`config.mk`:
```
export PLATFORM = sky130hd
export DESIGN_NAME = nvram_upload_ctrl_flat
export DESIGN_NICKNAME = d
export VERILOG_FILES = /design/src/rtl/nvram_upload_ctrl_if.sv /design/src/rtl/nvram_upload_ctrl.sv /design/src/flat_wrapper.sv
export SDC_FILE = /design/constraint.sdc
export NUM_CORES = 1
export LEC_CHECK = 0
export ABC_AREA = 1
export BUFFER_PORTS_ARGS = -buffer_cell sky130_fd_sc_hd__clkbuf_2
export CORE_MARGIN = 5
export CORE_UTILIZATION = 45
export CTS_CLUSTER_SIZE = 28
export DETAILED_ROUTE_END_ITERATION = 16
export GPL_TIMING_DRIVEN = 0
export PLACE_DENSITY = 0.66
export RECOVER_POWER = 50
export SYNTH_ARGS = -nofsm -noshare
export SYNTH_HDL_FRONTEND = slang
export SYNTH_SLANG_ARGS = --single-unit
```
`constraint.sdc`:
```
create_clock -name i_clk -period 1.9 [get_ports i_clk]
set_input_delay 0.095 -clock i_clk [delete_from_list [all_inputs] [get_ports i_clk]]
set_output_delay 0.095 -clock i_clk [all_outputs]
set_load 0.02 [all_outputs]
```
`src/rtl/nvram_upload_ctrl_if.sv`:
```
// hps_io ioctl upload bus between hps_io (master) and the NVRAM upload
// controller (slave). The controller answers reads and can ask for an upload.
interface nvram_upload_ctrl_if;
    logic        ioctl_upload;
    logic [7:0]  ioctl_index;
    logic        ioctl_rd;
    logic [24:0] ioctl_addr;
    logic [7:0]  ioctl_din;
    logic        ioctl_wait;
    logic        ioctl_upload_req;

    modport master (
        output ioctl_upload,
        output ioctl_index,
        output ioctl_rd,
        output ioctl_addr,
        input  ioctl_din,
        input  ioctl_wait,
        input  ioctl_upload_req
    );

    modport slave (
        input  ioctl_upload,
        input  ioctl_index,
        input  ioctl_rd,
        input  ioctl_addr,
        output ioctl_din,
        output ioctl_wait,
        output ioctl_upload_req
    );
endinterface

```
`src/rtl/nvram_upload_ctrl.sv`:
```
// NVRAM upload controller: serves HPS byte reads during an ioctl upload from
// the second read port of the on-core NVRAM, and raises ioctl_upload_req when
// the core or OSD asks for a save. Addresses at or beyond SIZE read as 8'hFF
// without touching the RAM.
module nvram_upload_ctrl #(
    parameter logic [7:0]  INDEX       = 8'd4,
    parameter int          ADDR_W      = 10,
    parameter int          SIZE        = 1024,
    parameter int          RAM_LAT     = 2,
    parameter logic [23:0] REQ_TIMEOUT = 24'd5_360_000
) (
    input  logic               i_clk,
    input  logic               RESETn,
    input  logic               save_req,
    nvram_upload_ctrl_if.slave ioctl,
    output logic [ADDR_W-1:0]  ram_addr,
    output logic               ram_rd,
    input  logic [7:0]         ram_q,
    output logic               busy,
    output logic               done,
    output logic               timeout
);

    typedef enum logic [1:0] {
        IDLE,
        REQ,
        SERVE,
        FETCH
    } state_t;

    localparam logic [24:0] SIZE_W   = 25'(SIZE);
    localparam logic [23:0] REQ_LAST = REQ_TIMEOUT - 24'd1;
    localparam logic [2:0]  LAT_LAST = 3'(RAM_LAT);

    state_t            state, state_n;
    logic              save_q;
    logic [23:0]       req_cnt, req_cnt_n;
    logic [2:0]        lat_cnt, lat_cnt_n;
    logic              in_range, in_range_n;
    logic [7:0]        din_q, din_n;
    logic              wait_q, wait_n;
    logic [ADDR_W-1:0] ram_addr_n;
    logic              ram_rd_n;
    logic              done_n;
    logic              timeout_n;
    logic              sel;
    logic              save_rise;
    logic              addr_ok;

    assign sel       = ioctl.ioctl_upload && (ioctl.ioctl_index == INDEX);
    assign save_rise = save_req && !save_q;
    assign addr_ok   = (ioctl.ioctl_addr < SIZE_W);

    assign ioctl.ioctl_din        = din_q;
    assign ioctl.ioctl_wait       = wait_q;
    assign ioctl.ioctl_upload_req = (state == REQ);
    assign busy                   = (state != IDLE);

    // Register the FSM state, counters, save_req history and all registered outputs.
    always_ff @(posedge i_clk or negedge RESETn) begin
        if (!RESETn) begin
            state    <= IDLE;
            save_q   <= 1'b0;
            req_cnt  <= '0;
            lat_cnt  <= '0;
            in_range <= 1'b0;
            din_q    <= 8'h00;
            wait_q   <= 1'b0;
            ram_addr <= '0;
            ram_rd   <= 1'b0;
            done     <= 1'b0;
            timeout  <= 1'b0;
        end else begin
            state    <= state_n;
            save_q   <= save_req;
            req_cnt  <= req_cnt_n;
            lat_cnt  <= lat_cnt_n;
            in_range <= in_range_n;
            din_q    <= din_n;
            wait_q   <= wait_n;
            ram_addr <= ram_addr_n;
            ram_rd   <= ram_rd_n;
            done     <= done_n;
            timeout  <= timeout_n;
        end
    end

    // Next-state logic; a selected upload always takes priority over a save request,
    // and a fetch always runs to completion before sel is looked at again.
    always_comb begin
        state_n    = state;
        req_cnt_n  = req_cnt;
        lat_cnt_n  = lat_cnt;
        in_range_n = in_range;
        din_n      = din_q;
        wait_n     = wait_q;
        ram_addr_n = ram_addr;
        ram_rd_n   = 1'b0;
        done_n     = 1'b0;
        timeout_n  = 1'b0;
        case (state)
            IDLE: begin
                if (sel) begin
                    state_n = SERVE;
                end else if (save_rise) begin
                    state_n   = REQ;
                    req_cnt_n = '0;
                end
            end
            REQ: begin
                if (sel) begin
                    state_n = SERVE;
                end else if (req_cnt == REQ_LAST) begin
                    state_n   = IDLE;
                    timeout_n = 1'b1;
                end else begin
                    req_cnt_n = req_cnt + 24'd1;
                end
            end
            SERVE: begin
                if (!sel) begin
                    state_n = IDLE;
                    done_n  = 1'b1;
                end else if (ioctl.ioctl_rd) begin
                    state_n    = FETCH;
                    wait_n     = 1'b1;
                    lat_cnt_n  = '0;
                    in_range_n = addr_ok;
                    if (addr_ok) begin
                        ram_addr_n = ioctl.ioctl_addr[ADDR_W-1:0];
                        ram_rd_n   = 1'b1;
                    end
                end
            end
            FETCH: begin
                if (lat_cnt == LAT_LAST) begin
                    din_n   = in_range ? ram_q : 8'hFF;
                    wait_n  = 1'b0;
                    state_n = SERVE;
                end else begin
                    lat_cnt_n = lat_cnt + 3'd1;
                end
            end
            default: begin
                state_n = IDLE;
            end
        endcase
    end

endmodule

```
`src/flat_wrapper.sv`:
```
// flat-port wrapper written by rule: the top's interface ports become plain ports
module nvram_upload_ctrl_flat 
#(
    parameter logic [7:0]  INDEX       = 8'd4,
    parameter int          ADDR_W      = 10,
    parameter int          SIZE        = 1024,
    parameter int          RAM_LAT     = 2,
    parameter logic [23:0] REQ_TIMEOUT = 24'd5_360_000
)
  (i_clk, RESETn, save_req, ram_addr, ram_rd, ram_q, busy, done, timeout, ioctl_ioctl_upload, ioctl_ioctl_index, ioctl_ioctl_rd, ioctl_ioctl_addr, ioctl_ioctl_din, ioctl_ioctl_wait, ioctl_ioctl_upload_req);
  nvram_upload_ctrl_if ioctl_i ();
  input  logic i_clk;
  input  logic RESETn;
  input  logic save_req;
  output logic [ADDR_W-1:0] ram_addr;
  output logic ram_rd;
  input  logic [7:0] ram_q;
  output logic busy;
  output logic done;
  output logic timeout;
  input wire logic [$bits(ioctl_i.ioctl_upload)-1:0] ioctl_ioctl_upload;
  input wire logic [$bits(ioctl_i.ioctl_index)-1:0] ioctl_ioctl_index;
  input wire logic [$bits(ioctl_i.ioctl_rd)-1:0] ioctl_ioctl_rd;
  input wire logic [$bits(ioctl_i.ioctl_addr)-1:0] ioctl_ioctl_addr;
  output wire logic [$bits(ioctl_i.ioctl_din)-1:0] ioctl_ioctl_din;
  output wire logic [$bits(ioctl_i.ioctl_wait)-1:0] ioctl_ioctl_wait;
  output wire logic [$bits(ioctl_i.ioctl_upload_req)-1:0] ioctl_ioctl_upload_req;
  assign ioctl_i.ioctl_upload = ioctl_ioctl_upload;
  assign ioctl_i.ioctl_index = ioctl_ioctl_index;
  assign ioctl_i.ioctl_rd = ioctl_ioctl_rd;
  assign ioctl_i.ioctl_addr = ioctl_ioctl_addr;
  assign ioctl_ioctl_din = ioctl_i.ioctl_din;
  assign ioctl_ioctl_wait = ioctl_i.ioctl_wait;
  assign ioctl_ioctl_upload_req = ioctl_i.ioctl_upload_req;
  nvram_upload_ctrl #(.INDEX(INDEX), .ADDR_W(ADDR_W), .SIZE(SIZE), .RAM_LAT(RAM_LAT), .REQ_TIMEOUT(REQ_TIMEOUT)) u_core (.i_clk(i_clk), .RESETn(RESETn), .save_req(save_req), .ioctl(ioctl_i), .ram_addr(ram_addr), .ram_rd(ram_rd), .ram_q(ram_q), .busy(busy), .done(done), .timeout(timeout));
endmodule
```
==> impl_results.md <==
* Width of the die at 93.1 um
* Area of the core region at 0.00676 mm^2
* Relative max-transition margin at 11.9%
* Synthesized netlist cell count at 439
* Initial Utilization at 46.0%
* Clock Tree Buf Depth at 2
* GRT Max-Usage Layer: met2
* Number of placed instances, taps included at 588
* Maximum clock skew at final layout at 0.0103 ns
* Sequential area share after synthesis at 42.7%
* Clock Latency Late Sink at 0.32 ns
* Global routing usage on met2 at 32.3%
* Maximum operating frequency at 583 MHz
* Arrival time reported for the critical path endpoint at 1.62 ns
* Layout overhead on the synthesized area at 21.8%
* Vias per inst at 4.96
* Total inserted antenna cells at 0
* Mapped Avg Cell Area at 7.08 um^2
* Global Route met1 Usage at 24.4%
* Max rail drop VDD at 0.328 mV
* Req. time, crit path at 1.80 ns
* Nets in the synthesized netlist at 488
* Path type of the worst setup path: reg2out
* Post-CTS clock slew at the launch and capture registers of the worst setup and hold paths at 0.10 ns
* P per Cell Area at 731 mW/mm^2
* Worst Max-Slew Pin Slew at 1.32 ns
* Global-route wire length before repair at 13500 um
* Instance area after placement at 0.00355 mm^2
* Post-route insts no fill at 608
* Full die area at 0.00867 mm^2
* Setup total negative slack at 0 ns
* Layout cell share with drive strength beyond 1 at 19.7%
* Hold endpoint: u_core.ioctl.ioctl_din[0]
* Max-cap check violation count at 0
* Final Cell Area at 0.00378 mm^2
* Setup crit end kind: primary output
* Drt total wl at 7560 um
* Remaining Overflow, GRT at 0
* Number of vias after detailed routing at 3018
* Num CTS Buffers at 5
* Flop2flop setup slack at 0.19 ns
* Vias in the first global route at 2971
* Detailed-router iteration count before antenna repair at 4
* Tightest Hold Check Type: in2reg
* Std-Cell Rows at 30
* Number of setup violations in the final report at 0
* Distinct cells, synth at 30
* Largest driver fanout on the critical path at 10
* Final weighted congestion in routability-driven placement at 0.863
* Total Routing Usage GR at 19.1%
* Netlist Area Pre-Place at 0.00311 mm^2
* Sum of net half-perimeters after detailed placement at 5780 um
* Met3 Use GR at 4.59%
* Run status: complete, no violations
* Lkg Pwr at 1.92 nW
* Final #Nets at 576
* Port-buffer cells at 69
* Number of DRC markers after the initial detailed-route iteration at 133
* Hold Fails Final Rpt at 0
* Count of final max-slew check failures at 0
* Initial antenna violation count at 0
* Register bit count reported by yosys at 53
* Most common cell after layout, fill and taps aside: sky130_fd_sc_hd__nand2_1
* Num ports at 70
* Startpoint type of the worst setup path: register
* Number of cells on the worst hold path at 3
* Number of nets still failing antenna checks after routing at 0
* Number of filler cells placed in the layout at 674
* Clock period minus final worst setup slack at 1.72 ns
* Number of cells on the worst reg-to-reg path at 8
* Remaining DRCs at 0
* Unrepaired setup endpoints after global routing: no
* Largest net degree at the start of global routing at 54
* Chip height at 93.1 um
* Top library cells by usage in the layout, fill and taps aside: 153 x sky130_fd_sc_hd__nand2_1, 74 x sky130_fd_sc_hd__nor2_1, 57 x sky130_fd_sc_hd__clkbuf_2
* Number of warning messages in the yosys log at 0
* Critical register-to-register path startpoint: u_core.req_cnt[1]
* CTS sink cnt at 53
* Detailed-route wire length per cell at 12.4 um
* Start point of the worst min-delay path: ram_q[0]
* Number of H-tree levels at 2
* Clock tree from TritonCTS: done
* Cell chosen for the clock root: sky130_fd_sc_hd__clkbuf_8
* R2R Path End: u_core.req_cnt[22]
* Final clock period utilization by the worst path at 90.3%
-- worst max-delay path, cell delays in order (launching register included) --
cell and delay (ns):
sky130_fd_sc_hd__dfrtp_1 0.41, sky130_fd_sc_hd__inv_1 0.07, sky130_fd_sc_hd__nor2_1 0.31, sky130_fd_sc_hd__buf_2 0.31, sky130_fd_sc_hd__clkbuf_2 0.21
-- Yosys cell counts --
master | instances | share of area [%]
sky130_fd_sc_hd__o21ai_1 | 1 | 0.16
sky130_fd_sc_hd__buf_6 | 2 | 0.72
sky130_fd_sc_hd__inv_1 | 37 | 4.5
sky130_fd_sc_hd__dfrtp_1 | 53 | 43
sky130_fd_sc_hd__o21ai_2 | 8 | 2.3
sky130_fd_sc_hd__buf_2 | 2 | 0.32
sky130_fd_sc_hd__nor3_2 | 1 | 0.32
sky130_fd_sc_hd__o21ai_0 | 13 | 2.1
sky130_fd_sc_hd__o41ai_1 | 1 | 0.28
sky130_fd_sc_hd__nand4_2 | 1 | 0.40
sky130_fd_sc_hd__nand3b_1 | 2 | 0.48
sky130_fd_sc_hd__nor3_4 | 1 | 0.52
sky130_fd_sc_hd__nand2_2 | 3 | 0.60
sky130_fd_sc_hd__xnor2_1 | 1 | 0.28
sky130_fd_sc_hd__nand3_1 | 36 | 5.8
sky130_fd_sc_hd__ha_1 | 3 | 1.2
sky130_fd_sc_hd__nand2_4 | 1 | 0.36
sky130_fd_sc_hd__xor2_1 | 7 | 2.0
sky130_fd_sc_hd__a21oi_1 | 8 | 1.3
sky130_fd_sc_hd__nor2_1 | 74 | 8.9
sky130_fd_sc_hd__inv_2 | 5 | 0.60
sky130_fd_sc_hd__or2_2 | 3 | 0.60
sky130_fd_sc_hd__nand2_1 | 153 | 18
sky130_fd_sc_hd__nor2_2 | 6 | 1.2
sky130_fd_sc_hd__nand4_1 | 9 | 1.8
sky130_fd_sc_hd__nand3_2 | 1 | 0.32
sky130_fd_sc_hd__buf_4 | 1 | 0.24
sky130_fd_sc_hd__nor3_1 | 4 | 0.64
sky130_fd_sc_hd__buf_12 | 1 | 0.64
sky130_fd_sc_hd__o21bai_1 | 1 | 0.24
-- power breakdown --
part	leakage (nW)	total [mW]	switching [mW]	internal, mW
clock network	0.0603	0.820	0.416	0.405
registers	0.681	1.25	0.0652	1.18
logic	1.18	0.700	0.450	0.251
-- logic make-up after synthesis --
group	count (synthesis)	synth area share (%)
AOI/OAI and AO/OA	32	6.32
xor gates and xnor gates	8	2.26
adders and majority gates	3	1.21
buffers and inverters	48	7.01
DFF	53	42.7
and+or+nand+nor	295	40.5
-- sequential cells by signal, summed over array words and instances (netlist names), 2 cells and up --
name                    cells
u_core.state                2
u_core.req_cnt             24
u_core.ram_addr            10
u_core.ioctl.ioctl_din      8
u_core.lat_cnt              3
-- routing by layer --
layer / up-vias / part of all wire (%)
met5: - / 0
met4: 0 / 1.6
met3: 9 / 6.0
met2: 83 / 47
met1: 1362 / 46
li1: 1564 / -
-- timing repair --
action | 4_1_cts | 5_1_grt
endpoints found under the hold margin | 11 | 53
endpoints found under the setup margin | 0 | 23
hold buffers | 11 | 1
gates resized for setup | 0 | 3
buffers inserted | 0 | 0
-- worst max path at each step --
| stage | startpoint | to | slack, ns | depth (start not counted) |
|---|---|---|---|---|
| finish | u_core.state[0] | ioctl_ioctl_upload_req | 0.18 | 4 |
| global route | RESETn | u_core.req_cnt[0] | 0.04 | 2 |
| CTS | u_core.req_cnt[0] | u_core.req_cnt[23] | 0.05 | 8 |
| detailed placement | u_core.req_cnt[0] | u_core.req_cnt[21] | 0.07 | 8 |
| global placement | u_core.req_cnt[0] | u_core.req_cnt[20] | 0.09 | 8 |
| floorplan | u_core.req_cnt[0] | u_core.req_cnt[0] | 0.42 | 8 |
-- final cells by class --
type                       count  area, um^2  area share (%)
buffer                         6        60.1            1.59
clock buffer                   5        68.8            1.82
clock inverter                 3        50.0            1.32
inverter                      42         158            4.17
multi-input combinational    338        1570            41.5
sequential                    53        1330            35.1
tap                           80         100            2.64
timing repair buffer          81         450            11.9
-- stage by stage --
| step | hold slack [ns] | power [mW] | worst slack, ns | util (%) |
|---|---|---|---|---|
| floorplan | -0.201 | 1.71 | 0.420 | - |
| global placement | 0.219 | 1.93 | 0.0944 | 52.6 |
| detailed placement | 0.242 | 1.95 | 0.0702 | 52.6 |
| CTS | 0.0313 | 2.78 | 0.0528 | 56.0 |
| global route | 0.0414 | 2.92 | 0.0418 | 56.0 |
| finish | 0.0384 | 2.77 | 0.183 | 56.0 |
Power figures use the tool's default switching activity.
